$ cat src/rtl/fpu_pe_batcher.sv
// fpu_pe_batcher: shares NUM_PES fixed-latency FPU processing elements across a
// NUM_LANES-wide request. The request is issued to the PEs in NUM_LANES/NUM_PES
// consecutive batches. Results are gathered back into lane order and returned
// with the request tag on a valid/ready interface. Only one request is in flight.
//
// Ports:
//   clk, reset             clock, synchronous active-high reset
//   valid_in/ready_in      request handshake; data_in = lane operands, tag_in = tag
//   pe_enable              advance enable for the shared PE pipelines
//   pe_data_in             operands for the current batch (zero when not issuing)
//   pe_data_out            PE results, LATENCY enabled cycles after issue
//   valid_out/ready_out    result handshake; data_out = lane results, tag_out = tag
module fpu_pe_batcher #(
    parameter int unsigned NUM_LANES      = 4,
    parameter int unsigned NUM_PES        = 1,
    parameter int unsigned LATENCY        = 4,
    parameter int unsigned DATA_IN_WIDTH  = 32,
    parameter int unsigned DATA_OUT_WIDTH = 37,
    parameter int unsigned TAG_WIDTH      = 1
) (
    input  logic                                clk,
    input  logic                                reset,
    input  logic                                valid_in,
    output logic                                ready_in,
    input  logic [NUM_LANES*DATA_IN_WIDTH-1:0]  data_in,
    input  logic [TAG_WIDTH-1:0]                tag_in,
    output logic                                pe_enable,
    output logic [NUM_PES*DATA_IN_WIDTH-1:0]    pe_data_in,
    input  logic [NUM_PES*DATA_OUT_WIDTH-1:0]   pe_data_out,
    output logic                                valid_out,
    output logic [NUM_LANES*DATA_OUT_WIDTH-1:0] data_out,
    output logic [TAG_WIDTH-1:0]                tag_out,
    input  logic                                ready_out
);

    localparam int unsigned BATCHES = NUM_LANES / NUM_PES;
    localparam int unsigned CNT_W   = (BATCHES > 1) ? $clog2(BATCHES) : 1;
    localparam int unsigned BIN_W   = NUM_PES * DATA_IN_WIDTH;
    localparam int unsigned BOUT_W  = NUM_PES * DATA_OUT_WIDTH;
    localparam int unsigned REQ_W   = NUM_LANES * DATA_IN_WIDTH;

    // Reject unsupported configurations at elaboration.
    if ((NUM_PES > NUM_LANES) || ((NUM_LANES % NUM_PES) != 0)) begin : g_bad_pes
        $error("fpu_pe_batcher: NUM_PES must divide NUM_LANES and be <= NUM_LANES");
    end
    if (LATENCY < 1) begin : g_bad_latency
        $error("fpu_pe_batcher: LATENCY must be >= 1");
    end

    typedef enum logic [1:0] {
        S_IDLE,
        S_ISSUE,
        S_COLLECT,
        S_OUTPUT
    } state_t;

    state_t             state, state_n;
    logic [CNT_W-1:0]   issue_cnt, issue_cnt_n;
    logic [REQ_W-1:0]   req_data;
    logic [TAG_WIDTH-1:0] req_tag;
    logic [BIN_W-1:0]   pe_data_in_n;
    logic [REQ_W-1:0]   issue_src;

    // Tracker mirrors the PE pipeline: which stage holds a real batch, and which one.
    logic               trk_valid [LATENCY];
    logic [CNT_W-1:0]   trk_idx   [LATENCY];

    // Lane-ordered result slots, one per batch.
    logic [BOUT_W-1:0]  slot [BATCHES];

    logic accept;
    logic capture;
    logic capture_last;

    // Back-to-back: a new request may enter on the same cycle the result leaves.
    assign ready_in     = (state == S_IDLE) || ((state == S_OUTPUT) && ready_out);
    assign accept       = valid_in && ready_in;
    assign capture      = pe_enable && trk_valid[LATENCY-1];
    assign capture_last = capture && (trk_idx[LATENCY-1] == CNT_W'(BATCHES - 1));

    for (genvar b = 0; b < BATCHES; b++) begin : g_slot_map
        assign data_out[b*BOUT_W +: BOUT_W] = slot[b];
    end

    // Next-state, issue counter and next PE operands.
    always_comb begin
        state_n      = state;
        issue_cnt_n  = issue_cnt;
        pe_data_in_n = '0;
        issue_src    = accept ? data_in : req_data;

        case (state)
            S_IDLE: begin
                if (accept) begin
                    state_n     = S_ISSUE;
                    issue_cnt_n = '0;
                end
            end
            S_ISSUE: begin
                if (issue_cnt == CNT_W'(BATCHES - 1)) begin
                    state_n     = S_COLLECT;
                    issue_cnt_n = '0;
                end else begin
                    issue_cnt_n = issue_cnt + CNT_W'(1);
                end
            end
            S_COLLECT: begin
                if (capture_last) begin
                    state_n = S_OUTPUT;
                end
            end
            S_OUTPUT: begin
                if (ready_out) begin
                    state_n     = accept ? S_ISSUE : S_IDLE;
                    issue_cnt_n = '0;
                end
            end
            default: state_n = S_IDLE;
        endcase

        if (state_n == S_ISSUE) begin
            pe_data_in_n = BIN_W'(issue_src >> (issue_cnt_n * BIN_W));
        end
    end

    // State, registered outputs, request latch, tracker and result capture.
    always_ff @(posedge clk) begin
        if (reset) begin
            state      <= S_IDLE;
            issue_cnt  <= '0;
            req_data   <= '0;
            req_tag    <= '0;
            valid_out  <= 1'b0;
            pe_enable  <= 1'b0;
            pe_data_in <= '0;
            tag_out    <= '0;
            for (int i = 0; i < LATENCY; i++) begin
                trk_valid[i] <= 1'b0;
                trk_idx[i]   <= '0;
            end
            for (int b = 0; b < BATCHES; b++) begin
                slot[b] <= '0;
            end
        end else begin
            state      <= state_n;
            issue_cnt  <= issue_cnt_n;
            valid_out  <= (state_n == S_OUTPUT);
            pe_enable  <= (state_n == S_ISSUE) || (state_n == S_COLLECT);
            pe_data_in <= pe_data_in_n;

            if (accept) begin
                req_data <= data_in;
                req_tag  <= tag_in;
            end

            // Tracker advances only when the PEs advance.
            if (pe_enable) begin
                trk_valid[0] <= (state == S_ISSUE);
                trk_idx[0]   <= issue_cnt;
                for (int i = 1; i < LATENCY; i++) begin
                    trk_valid[i] <= trk_valid[i-1];
                    trk_idx[i]   <= trk_idx[i-1];
                end
            end

            if (capture) begin
                slot[trk_idx[LATENCY-1]] <= pe_data_out;
            end

            if (capture_last) begin
                tag_out <= req_tag;
            end
        end
    end

endmodule

$ cat config.mk
export PLATFORM = sky130hd
export DESIGN_NAME = fpu_pe_batcher
export DESIGN_NICKNAME = d
export VERILOG_FILES = /design/src/rtl/fpu_pe_batcher.sv
export SDC_FILE = /design/constraint.sdc
export NUM_CORES = 1
export LEC_CHECK = 0
export BUFFER_PORTS_ARGS = -buffer_cell sky130_fd_sc_hd__clkbuf_2
export CAP_MARGIN = 20
export CORE_UTILIZATION = 52
export DETAILED_ROUTE_END_ITERATION = 10
export PLACE_DENSITY_LB_ADDON = 0.25
export SLEW_MARGIN = 10
export SYNTH_ARGS = -nofsm -noshare
export SYNTH_HDL_FRONTEND = slang
export SYNTH_SLANG_ARGS = --single-unit
$ cat constraint.sdc
create_clock -name clk -period 3 [get_ports clk]
set_input_delay 0.6 -clock clk [delete_from_list [all_inputs] [get_ports clk]]
set_output_delay 0.6 -clock clk [all_outputs]
set_load 0.1 [all_outputs]
======== Yosys cells after proc, flatten, opt, wreduce, memory -nomap -nowiden ========
Memories as Yosys holds them, arrays and structs flattened.
Index checks and enable logic that the tools add are counted.
word-level totals
  register bits after elaboration ......... 168
  memories ................................ 3
  bits in writable memories ............... 160
  output and inout port bits .............. 184
cells by class
  multiplexer cells ....................... 30
  reductions and logical operators ........ 9
  shift-type cells ........................ 1
  bitwise gates (word level) .............. 9
  equal/unequal tests ..................... 8
  $add $sub $neg .......................... 1
memory list
  name       words  width  rd ports  clocked after Yosys merged registers in  wr ports  line  source
  slot       4      37     4         0                                        4         69    logic [BOUT_W-1:0] slot [BATCHES];
  trk_idx    4      2      4         0                                        4         66    logic [CNT_W-1:0] trk_idx [LATENCY];
  trk_valid  4      1      4         0                                        4         65    logic trk_valid [LATENCY];
operators with widths
  cell                 number
  $mux 128             1
  $shr 128x7->32       1
  $mux 37              1
  $reduce_or 37->1     1
  $mux 2               12
  $mux 1               14
  $eq 2x2->1 const B   6
  $or 1x1->1           8
  $pmux 2 s4           1
  $pmux 2 s3           1
  $eq 2x1->1 const B   2
  $logic_and 1x1->1    4
  $add 2x1->2 const B  1
  $logic_not 2->1      1
  $logic_or 1x1->1     2
  $reduce_or 2->1      1
  $not 1->1            1

======== Longest topological paths before layout ========
  word-level depth ........................ 10
  depth in mapped cells ................... 9
  gate-level depth less buffers ........... 7

======== Least setup slack after synthesis ========
OpenSTA, ideal clock, no wires.
  kind .................................... flip-flop to flip-flop
  start ................................... register pe_enable
  end ..................................... register pe_data_in[2]
  path slack .............................. 0.162 ns
  cell stages (with the launch flop) ...... 10
  data required time ...................... 2.908 ns
  arrival ................................. 2.746 ns
  setup time .............................. 0.092 ns
  path through ............................ dfxtp_1 nand4_1 nor2_1 nor2_1 o21ai_0 ha_1 or3b_1 clkbuf_1 buf_2 o32ai_1
between the ends
  cells in the longest elaborated chain, start to end .. 7
ends and longest elaborated chain
  element                           line  source
  from (decl)                       27    output logic pe_enable,
  from (signal assigned)            148   pe_enable <= (state_n == S_ISSUE) || (state_n == S_COLLECT);
  $logic_and 1x1->1                 78    assign capture = pe_enable && trk_valid[LATENCY-1];
  $logic_and 1x1->1                 79    assign capture_last = capture && (trk_idx[LATENCY-1] == CNT_W'(BATCHES - 1));
  $mux 2                            108   if (capture_last) begin
  $pmux 2 s4                        92    case (state)
  named net state_n[0]              57    state_t state, state_n;
  $eq 2x1->1                        121   if (state_n == S_ISSUE) begin
  $not 1->1 (no source line)        n/a
  $reduce_or 2->1 (no source line)  n/a
  to (signal assigned)              149   pe_data_in <= pe_data_in_n;
  to (decl)                         28    output logic [NUM_PES*DATA_IN_WIDTH-1:0] pe_data_in,
The timed path passes the listed nets, and every way through them passes these cells.
A chain may end at the register's enable or synchronous reset.

======== Worst setup path after layout ========
  start ................................... register state[0]
  end ..................................... output port ready_in
between the ends
  cells in the longest elaborated chain, start to end .. 3
ends and longest elaborated chain
  element                 line  source
  from (decl)             57
  from (signal assigned)  145   state <= state_n;
  $eq 2x2->1              76    assign ready_in = (state == S_IDLE) || ((state == S_OUTPUT) && ready_out);
  $logic_and 1x1->1       76
  $logic_or 1x1->1 (*)    76
  to (decl)               24    output logic ready_in,
Every way passes the cells marked *; elsewhere a longest branch is shown, timed or not.

==> metrics.txt <==
fin. max-slew vios 0; top cells by area, synth edfxtp_1 38%, dfxtp_1 26%, and2_1 7.8%; clk_lat worst skew 0.50 ns; fmax 394 MHz; hpwl dp 21.1 mm; DR WL/cell 17.2 µm; worst min path class input port to flop; syn nets 1350; total net switching power 3210 µW; chip height 159 µm; Crit Path Category flop to primary output; Setup Viol. Count Final 0; top_reg_cell synth dfxtp_1; vias in the first global route 8951; CTS tree done; hold_buf cts 0; Final Util 67.0%; post-CTS resize count 0; die area 25200 µm²; max-cap violations 0; wirelength, routed 31.7 mm; Mapped Cells 1177; Startpoint Class flop; CTS buffer count 34; CP max FO 10; io pins 354; count of port buffers added during placement 353; Fin Setup TNS 0 ns; drt drc 0; Final Hold Viols 0; clk sink count 328; Critical Path RT 2.40 ns; CTS root buffer clkbuf_16; largest net degree at the start of global routing 59; combinational share of power 18.0%; sequential power share 46.7%; Synth Register Bits 328; first-pass GRT wire length 48.8 mm; Sw Share 29.6%; multi-input logic area 4210 µm²; unrepaired setup endpoints after global routing false; leakage 0.00674 µW; max_slew headroom 42.8%; GPL Wtd Cong 0.779; routed via count 9647; layout cells sized above 1 29.0%; P_int 7620 µW; Post-CTS Setup Bufs 0; commonest non-fill, non-tap cell in the layout clkbuf_2; status finished clean; critical path capture point type primary output; vias per inst 5.24; initial antenna violation count 2; Final min period 2.54 ns; Synth top area share 37.6%; core area 23800 µm²; Rows 56; syn avg cell area 10.9 µm²; grt ovf 0; Clock Power Share 35.3%; Reg area 8170 µm²; Post-synth EDFFs 160; nets@finish 1674; Inst Count DP 1784; FILL cells 1850; Netlist cell types 38; Tightest Pin Transition 0.856 ns; most frequent cells in the layout 352 x clkbuf_2, 264 x nand2_1, 168 x dfxtp_1; post-synthesis sequential area ratio 64.0%; cell area power density 681 nW/µm²; Ys Warns 0; deepest level of the CTS H-tree 2; non-filler cells in the finished layout 1841; Synth area leader edfxtp_1; hold_ws 0.321 ns; Final ANT Viol Nets 0; starting DRC count in detailed routing 665; Layout area overhead 24.6%; skew final 0.0106 ns; Starting Density 53.8%; Worst-path clk slew 0.06 ns; Die Width 159 µm; synthesized area 12800 µm²; final cycle utilization of the critical path 84.6%; 1st-pass router iterations 5; GRT Resource Usage Total 24.5%; CP Data Arrival Time 1.94 ns; buffer depth of the longest clock path 3; fraction of registers with async set or reset after synthesis 0%; peak supply drop 0.000543 V
[synth_stat cells (2+ instances only)]
cell / instances
nor2b_1: 4
or2_2: 6
inv_1: 3
and2_1: 159
a311oi_2: 2
nor3_1: 4
nand3b_1: 2
nor2_1: 40
nor3b_1: 2
clkbuf_1: 66
a311oi_1: 27
or3_1: 32
ha_1: 3
buf_6: 6
buf_2: 15
o22ai_1: 30
buf_1: 3
edfxtp_1: 160
a21oi_1: 100
nand2_1: 265
o32ai_1: 3
dfxtp_1: 168
o221ai_1: 33
mux2i_1: 30
[kinds of logic (layout without fill, tap and decap cells)]
kind of cell	after synthesis	count (layout)	synth area share [%]
AOI/OAI and AO/OA	200	200	10.3
muxes	30	30	2.35
DFF	328	328	64.0
other	0	2	0
adders and majority gates	3	3	0.294
and+or+nand+nor	520	520	19.5
buffers and inverters	96	439	3.54
[critical path, stage by stage (launching register included)]
cell,delay [ns]
dfxtp_1,0.51
nand3_1,0.23
nand2_1,0.21
clkbuf_2,0.49
[registers in the layout, indices dropped and copies added (netlist names)]
| signal | count |
|---|---|
| req_data | 128 |
| issue_cnt | 2 |
| trk_valid | 4 |
| trk_idx | 8 |
| req_tag | 1 |
| pe_enable | 1 |
| state | 2 |
| valid_out | 1 |
| slot | 148 |
| pe_data_in | 32 |
| tag_out | 1 |
[per-stage QoR]
| step | power, µW | cell area (µm²) | setup WS (ns) |
|---|---|---|---|
| final | 10800 | 15900 | 0.462 |
| after CTS | 10900 | 15900 | 0.464 |
| after floorplan | 6630 | 12800 | 0.162 |
| after detailed placement | 7100 | 14900 | 0.210 |
| after global placement | 7070 | 14900 | 0.360 |
| after global routing | 11200 | 15900 | 0.276 |
[power by group through the flow]
stage          Sequential (µW)  Combinational (µW)  Clock [µW]
6_report                  5060                1950        3830
5_1_grt                   5080                2050        4070
4_1_cts                   5060                1950        3900
3_5_place_dp              5150                1950           0
3_3_place_gp              5150                1930           0
2_1_floorplan             6020                 617           0
[per-layer routing]
layer | GRT usage, % | routed length (µm)
met3 | 6.14 | 2580
met1 | 30.7 | 13100
met5 | 0 | 0
met2 | 41.4 | 15300
met4 | 7.37 | 766
[layout make-up]
type | count | area share (%)
flip-flops and latches | 328 | 51.3
clock buffers | 47 | 6.04
multi-input cells | 753 | 26.5
repair buffers | 380 | 13.3
clock inverters | 8 | 0.260
well taps | 319 | 2.51
inverters | 4 | 0.0944
diodes | 2 | 0.0315
[worst paths after layout]
path / from / endpoint / slack, ns / depth (start not counted)
setup / recovery: state[0] / ready_in / 0.46 / 3
hold / removal: data_in[55] / req_data[55] / 0.32 / 3
setup reg to reg: trk_idx[3][0] / pe_data_in[11] / 0.48 / 8
hold reg to reg: req_data[3] / req_data[3] / 0.45 / 2
(Power assumes the default switching activity.)
